[src/rtl/rgb_pwm_driver.sv]
// LED driver for the RGB colour decoder: synchronises and debounces the colour
// lines into a committed colour code, then PWM-dims the three LED pins.
module rgb_pwm_driver #(
    parameter int PWM_BITS      = 8,
    parameter int STABLE_CYCLES = 4
) (
    input  logic                clk,
    input  logic                rst_n,
    input  logic                r_in,
    input  logic                g_in,
    input  logic                b_in,
    input  logic [PWM_BITS-1:0] duty,
    input  logic                enable,
    output logic                led_r,
    output logic                led_g,
    output logic                led_b,
    output logic [2:0]          color_q,
    output logic                color_chg
);

    localparam int CNT_W = (STABLE_CYCLES > 1) ? $clog2(STABLE_CYCLES) : 1;
    localparam logic [CNT_W-1:0]    CNT_LAST = CNT_W'(STABLE_CYCLES - 1);
    localparam logic [PWM_BITS-1:0] PWM_LAST = PWM_BITS'((2 ** PWM_BITS) - 2);

    logic [2:0]          sync1_r;
    logic [2:0]          sync2_r;
    logic [2:0]          cand_r;
    logic [CNT_W-1:0]    cnt_r;
    logic [PWM_BITS-1:0] pwm_cnt_r;
    logic [PWM_BITS-1:0] duty_q_r;

    logic [2:0]          cand_s;
    logic [CNT_W-1:0]    cnt_s;
    logic [2:0]          color_s;
    logic                chg_s;
    logic                pwm_wrap_s;
    logic                pwm_on_s;
    logic [PWM_BITS-1:0] pwm_cnt_s;
    logic [PWM_BITS-1:0] duty_q_s;
    logic [2:0]          led_s;

    // Debounce filter: a new candidate restarts the count, a return to the
    // committed colour clears it, otherwise count up to the commit point.
    always_comb begin
        cand_s  = cand_r;
        cnt_s   = cnt_r;
        color_s = color_q;
        chg_s   = 1'b0;
        if (sync2_r != cand_r) begin
            cand_s = sync2_r;
            cnt_s  = {CNT_W{1'b0}};
        end else if (sync2_r == color_q) begin
            cnt_s = {CNT_W{1'b0}};
        end else if (cnt_r == CNT_LAST) begin
            color_s = sync2_r;
            chg_s   = 1'b1;
            cnt_s   = {CNT_W{1'b0}};
        end else begin
            cnt_s = cnt_r + CNT_W'(1);
        end
    end

    // PWM period counter and duty latch; duty only reloads on the wrap edge
    // so an in-flight period is never reshaped.
    always_comb begin
        pwm_wrap_s = (pwm_cnt_r == PWM_LAST);
        pwm_on_s   = (pwm_cnt_r < duty_q_r);
        if (pwm_wrap_s) begin
            pwm_cnt_s = {PWM_BITS{1'b0}};
            duty_q_s  = duty;
        end else begin
            pwm_cnt_s = pwm_cnt_r + PWM_BITS'(1);
            duty_q_s  = duty_q_r;
        end
        if (enable && pwm_on_s) begin
            led_s = color_q;
        end else begin
            led_s = 3'b000;
        end
    end

    // State and output registers with synchronous active-low reset.
    always_ff @(posedge clk) begin
        if (!rst_n) begin
            sync1_r   <= 3'b000;
            sync2_r   <= 3'b000;
            cand_r    <= 3'b000;
            cnt_r     <= {CNT_W{1'b0}};
            color_q   <= 3'b000;
            color_chg <= 1'b0;
            pwm_cnt_r <= {PWM_BITS{1'b0}};
            duty_q_r  <= {PWM_BITS{1'b0}};
            led_r     <= 1'b0;
            led_g     <= 1'b0;
            led_b     <= 1'b0;
        end else begin
            sync1_r   <= {r_in, g_in, b_in};
            sync2_r   <= sync1_r;
            cand_r    <= cand_s;
            cnt_r     <= cnt_s;
            color_q   <= color_s;
            color_chg <= chg_s;
            pwm_cnt_r <= pwm_cnt_s;
            duty_q_r  <= duty_q_s;
            led_r     <= led_s[2];
            led_g     <= led_s[1];
            led_b     <= led_s[0];
        end
    end

endmodule
[config.mk]
export PLATFORM = sky130hd
export DESIGN_NAME = rgb_pwm_driver
export DESIGN_NICKNAME = d
export VERILOG_FILES = /design/src/rtl/rgb_pwm_driver.sv
export SDC_FILE = /design/constraint.sdc
export NUM_CORES = 1
export LEC_CHECK = 0
export BUFFER_PORTS_ARGS = -buffer_cell sky130_fd_sc_hd__buf_4
export CAP_MARGIN = 10
export CORE_MARGIN = 2
export CORE_UTILIZATION = 47
export CTS_BUF_LIST = sky130_fd_sc_hd__clkbuf_8
export CTS_CLUSTER_DIAMETER = 60
export DETAILED_ROUTE_END_ITERATION = 16
export PLACE_DENSITY_LB_ADDON = 0.2
export SETUP_SLACK_MARGIN = 0.1
export SLEW_MARGIN = 20
export SYNTH_ARGS = -nofsm -noshare
export SYNTH_HDL_FRONTEND = slang
export SYNTH_SLANG_ARGS = --single-unit
[constraint.sdc]
create_clock -name clk -period 2.3 [get_ports clk]
set_input_delay 0.46 -clock clk [delete_from_list [all_inputs] [get_ports clk]]
set_output_delay 0.46 -clock clk [all_outputs]
set_load 0.1 [all_outputs]
# ---- Yosys cells after proc, flatten, opt, wreduce, memory -nomap -nowiden
# Cells that the tools add are included.
dict set report word_totals {
  wordCells 28
  regBits 34
}
dict set report classes {
  n_lt_le_gt_ge 1
  eq_ne 4
  n_reduce_logical 6
  add_sub_neg 2
  bitwise_logic 3
  n_mux 1
}
# operator n
set ops {}
lappend ops {{$add A8 B1 Y8 const B} 1}
lappend ops {{$eq A8 B8 Y1 const B} 1}
lappend ops {{$lt A8 B8 Y1} 1}
lappend ops {{$reduce_or A4 Y1} 1}
lappend ops {{$eq A3 B3 Y1} 1}
lappend ops {{$ne A3 B3 Y1} 1}
lappend ops {{$not A1 Y1} 3}
lappend ops {{$reduce_and A3 Y1} 1}
lappend ops {{$reduce_or A3 Y1} 1}
lappend ops {{$add A2 B1 Y2 const B} 1}
lappend ops {{$eq A2 B2 Y1 const B} 1}
lappend ops {{$reduce_and A2 Y1} 1}
lappend ops {{$reduce_or A2 Y1} 1}
lappend ops {{$logic_and A1 B1 Y1} 1}
lappend ops {{$mux W1} 1}

# ---- Longest topological paths before layout
dict set report logic_depth {
  ltp_word 3
  ltp_mapped 7
  mapped_depth_nobuf 6
}

# ---- Least setup slack after synthesis
# No wires, ideal clock.
dict set report synth_path {
  path_kind {reg2reg}
  from {reg color_q[0]}
  to {reg cnt_r[1]}
  required_time_ps 2183
  setup_ps 117
  arrival_time_ps 1625
  path_slack_ps 558
  path_stages_with_launch 5
  cell_sequence {dfxtp_1 > xor2_1 > nor3_1 > nor2_1 > and4b_1}
}
dict set report synth_between {
  elab_chain_cells 2
}
# element line_no
set synth_rtl {}
lappend synth_rtl {{start, declared} 17} ;# output logic [2:0] color_q,
lappend synth_rtl {{start signal, assigned} 101} ;# color_q <= color_s;
lappend synth_rtl {{$eq A3 B3 Y1} 52} ;# end else if (sync2_r == color_q) begin
lappend synth_rtl {{$reduce_or A4 Y1 (no line)} --}
lappend synth_rtl {{end signal, assigned} 88} ;# cnt_r <= {CNT_W{1'b0}};
lappend synth_rtl {{end signal, assigned} 100} ;# cnt_r <= cnt_s;
lappend synth_rtl {{end, declared} 28} ;# logic [CNT_W-1:0] cnt_r;
# Every way passes these cells.
# A chain may end at the register's enable or synchronous reset.

# ---- Final worst setup path
dict set report layout_path {
  from {reg pwm_cnt_r[0]}
  to {reg pwm_cnt_r[3]}
}
dict set report layout_between {
  elab_chain_cells 2
  word_cells_on_any_way 3
  classes_between {add/sub: 1; eq/ne: 1; reduce/logical: 1}
}
# element line_no
set layout_rtl {}
lappend layout_rtl {{start, declared} 29} ;# logic [PWM_BITS-1:0] pwm_cnt_r;
lappend layout_rtl {{start signal, assigned} 91} ;# pwm_cnt_r <= {PWM_BITS{1'b0}};
lappend layout_rtl {{start signal, assigned} 103} ;# pwm_cnt_r <= pwm_cnt_s;
lappend layout_rtl {{parallel branches: the longest is 2 deep, another holds $add A8 B1 Y8} --}
# Several ways; the timed one is not identified.

==> flow_metrics.tcl <==
set metrics [dict create \
    outcome "completed" \
    clkTransAtPathRegs_ps 70 \
    placed_area_um2 1630 \
    crit_fanout 9 \
    detailedRoute.firstPassIterationCount 4 \
    aggregate_routed_wire_length_mm 2.48 \
    rsz0062_at_grt "no" \
    route.detailed.drc 0 \
    cts-buffers-inserted 5 \
    timing.rr.start "pwm_cnt_r[0]" \
    slew_headroom 0.686 \
    grt_antenna_before_repair 0 \
    post_synth_instance_area_um2 1460 \
    antenna_cells_inserted 0 \
    achievable-frequency_mhz 631 \
    routed-wl-met3_um 134 \
    final_area_um2 1740 \
    worstHoldStart "g_in" \
    arrival_time_at_the_worst_endpoint_ps 1760 \
    port-buffer-count 20 \
    start_kind "register" \
    ys_dominant_reg_cell "sky130_fd_sc_hd__dfxtp_1" \
    report.final.setup_viol 0 \
    leakagePower_uw 0.000716 \
    top_layer "met4" \
    final_layout_size_suffix_gt1_frac 0.182 \
    cap_violations 0 \
    totalNegativeSetupSlack_ps 0 \
    routedLengthMet1_mm 1.21 \
    cts-root-buf "sky130_fd_sc_hd__clkbuf_8" \
    chipWidth_um 59.8 \
    holdBufCountCts 0 \
    wire_per_inst_um 11.9 \
    post-cts-setup-buffer-count 0 \
    tritoncts "built" \
    maximum_number_of_pins_on_one_net_before_global_route_repair 29 \
    synth-seq-area-share 0.466 \
    grt-ovfl-total 0 \
    place.detailed.hpwl_mm 1.91 \
    report.final.slew_viol_count 0 \
    final.min_clock_period_ps 1580 \
    io-pin-count 21 \
    reg2regPathDepth 6 \
    commonest_non_fill_non_tap_cell_in_the_layout "sky130_fd_sc_hd__dfxtp_1" \
    setup.reg_to_reg.worst_slack_ps 720 \
    most-common-layout-cells "34 x sky130_fd_sc_hd__dfxtp_1, 20 x sky130_fd_sc_hd__buf_4, 13 x sky130_fd_sc_hd__nand2_1" \
    ant_nets 0 \
    area_growth_pct 19.3 \
    timing_worst_setup_path_type "register to register" \
    grt.total_usage 0.160 \
    crit_path_start "pwm_cnt_r[0]" \
    via_count 1063 \
    postSynthNetCount 176 \
    clk_path_buf_depth 2 \
    slew_at_the_pin_with_the_worst_max_slew_slack_ps 470 \
    h-tree-depth 2 \
    post_synth_inst_count 152 \
    crit_required_ps 2480 \
    final_cell_count_no_fill 209 \
    grt_pass1_wl_mm 4.27 \
    chipHeight_um 59.8 \
    layout.filler_cells 271 \
    tritoncts_num_sinks 34 \
    worst_min_path_class "input port to register" \
    avgSynthCellArea_um2 9.61 \
    synthDistinctLibCells 30 \
    postLayoutCoreUtil 0.580 \
    crit_path_end "pwm_cnt_r[3]" \
    synth_async_sr_flop_share 0 \
    start_util 0.487 \
    dpl.cell_count 201 \
    grt_pass1_vias 999 \
    hold_viol_final 0 \
    crit_path_end_kind "register" \
    power_density_nw_per_um2 696 \
    nets 199 \
    initialDrtViolationCount 21 \
    core_area_um2 3000 \
    fp.dieArea_um2 3570 \
    power.ir.vdd_worst_v 0.000378 \
    yosys_warnings 0 \
    detailroute.wirelength.met2_mm 1.11 \
    postSynthRegisterBits 34 \
    final.setup_skew_ps 2.57 \
    gp_congestion 0.765 \
    cts_resizes 0 \
    post-route-period-util 0.689 \
    row_count 20 \
    regToRegEndpoint "pwm_cnt_r[3]" \
    vias_per_cell 5.09 \
    synth-edff-count 0 \
    clk-insertion-delay-late_ps 280 \
]
==> cell type report <==
class                           count  area, um^2  area share
Multi-Input combinational cell    103         716       0.411
Clock buffer                        5        68.8      0.0395
Sequential cell                    34         681       0.391
Inverter                           11        41.3      0.0237
Tap cell                           33        41.3      0.0237
Timing Repair Buffer               20         150      0.0861
Clock inverter                      3        45.0      0.0258
==> layer usage <==
layer	vias to the layer above	global-route usage
li1	547	-
met1	480	0.213
met2	31	0.239
met3	5	0.0455
met4	0	0.0762
met5	-	0
==> per-stage QoR <==
stage          hold slack [ps]  power [uW]  setup WS, ps
6_report                   382        1210           715
5_1_grt                    374        1260           576
4_1_cts                    375        1230           710
3_5_place_dp               418         689           720
3_3_place_gp               415         686           781
2_1_floorplan              412         662           558
==> registers in the layout, summed over array words and instances (netlist names), 2 cells and up <==
| register | cells |
|---|---|
| pwm_cnt_r | 8 |
| sync2_r | 3 |
| duty_q_r | 8 |
| cnt_r | 2 |
| cand_r | 3 |
| sync1_r | 3 |
| color_q | 3 |
==> worst min path at each step <==
| stage | endpoint | slack [ps] | cells after the start |
|---|---|---|---|
| after global routing | sync1_r[1] | 370 | 2 |
| after CTS | sync1_r[1] | 370 | 2 |
| final | sync1_r[1] | 380 | 2 |
| after detailed placement | sync2_r[0] | 420 | 1 |
| after floorplan | sync2_r[0] | 410 | 1 |
| after global placement | sync2_r[2] | 420 | 1 |
==> cell usage after synthesis, types with 2 or more instances <==
cell	instances	area (um^2)
sky130_fd_sc_hd__a21boi_0	2	15.0
sky130_fd_sc_hd__ha_1	10	125
sky130_fd_sc_hd__inv_1	11	41.3
sky130_fd_sc_hd__clkbuf_1	2	7.51
sky130_fd_sc_hd__dfxtp_1	34	681
sky130_fd_sc_hd__xnor2_1	4	35.0
sky130_fd_sc_hd__nand4_1	2	12.5
sky130_fd_sc_hd__xor2_1	5	43.8
sky130_fd_sc_hd__o21ai_0	5	25.0
sky130_fd_sc_hd__and3_1	2	12.5
sky130_fd_sc_hd__a21oi_1	8	40.0
sky130_fd_sc_hd__nand3_1	4	20.0
sky130_fd_sc_hd__or3_1	2	12.5
sky130_fd_sc_hd__mux2i_1	10	100
sky130_fd_sc_hd__nand2_1	13	48.8
sky130_fd_sc_hd__nor2_1	10	37.5
sky130_fd_sc_hd__nor2b_1	9	56.3
sky130_fd_sc_hd__and2_1	7	43.8
==> cells by family (layout without fill, tap and decap cells) <==
family	Yosys count	in the layout	share of synthesized area
multiplexers	10	10	0.0685
buffers and inverters	15	39	0.0445
flip-flops	34	34	0.466
adder cells (fa/ha/maj)	10	10	0.0856
AO/OA/AOI/OAI	18	18	0.0719
AND/OR/NAND/NOR	56	56	0.210
XOR/XNOR	9	9	0.0539
==> power by group <==
| group | internal, uW | total [uW] | switching [uW] |
|---|---|---|---|
| logic | 35.2 | 64.5 | 29.4 |
| registers | 601 | 610 | 9.77 |
| clock network | 322 | 538 | 216 |
| total | 958 | 1210 | 256 |
==> worst max-delay path, stage by stage (launching register included) <==
cell                       delay, ps
sky130_fd_sc_hd__dfxtp_1         350
sky130_fd_sc_hd__inv_1            70
sky130_fd_sc_hd__ha_1            140
sky130_fd_sc_hd__and3_4          190
sky130_fd_sc_hd__and2b_1         420
sky130_fd_sc_hd__nand2b_4        260
sky130_fd_sc_hd__nor2_1           60
(Power assumes the default switching activity.)
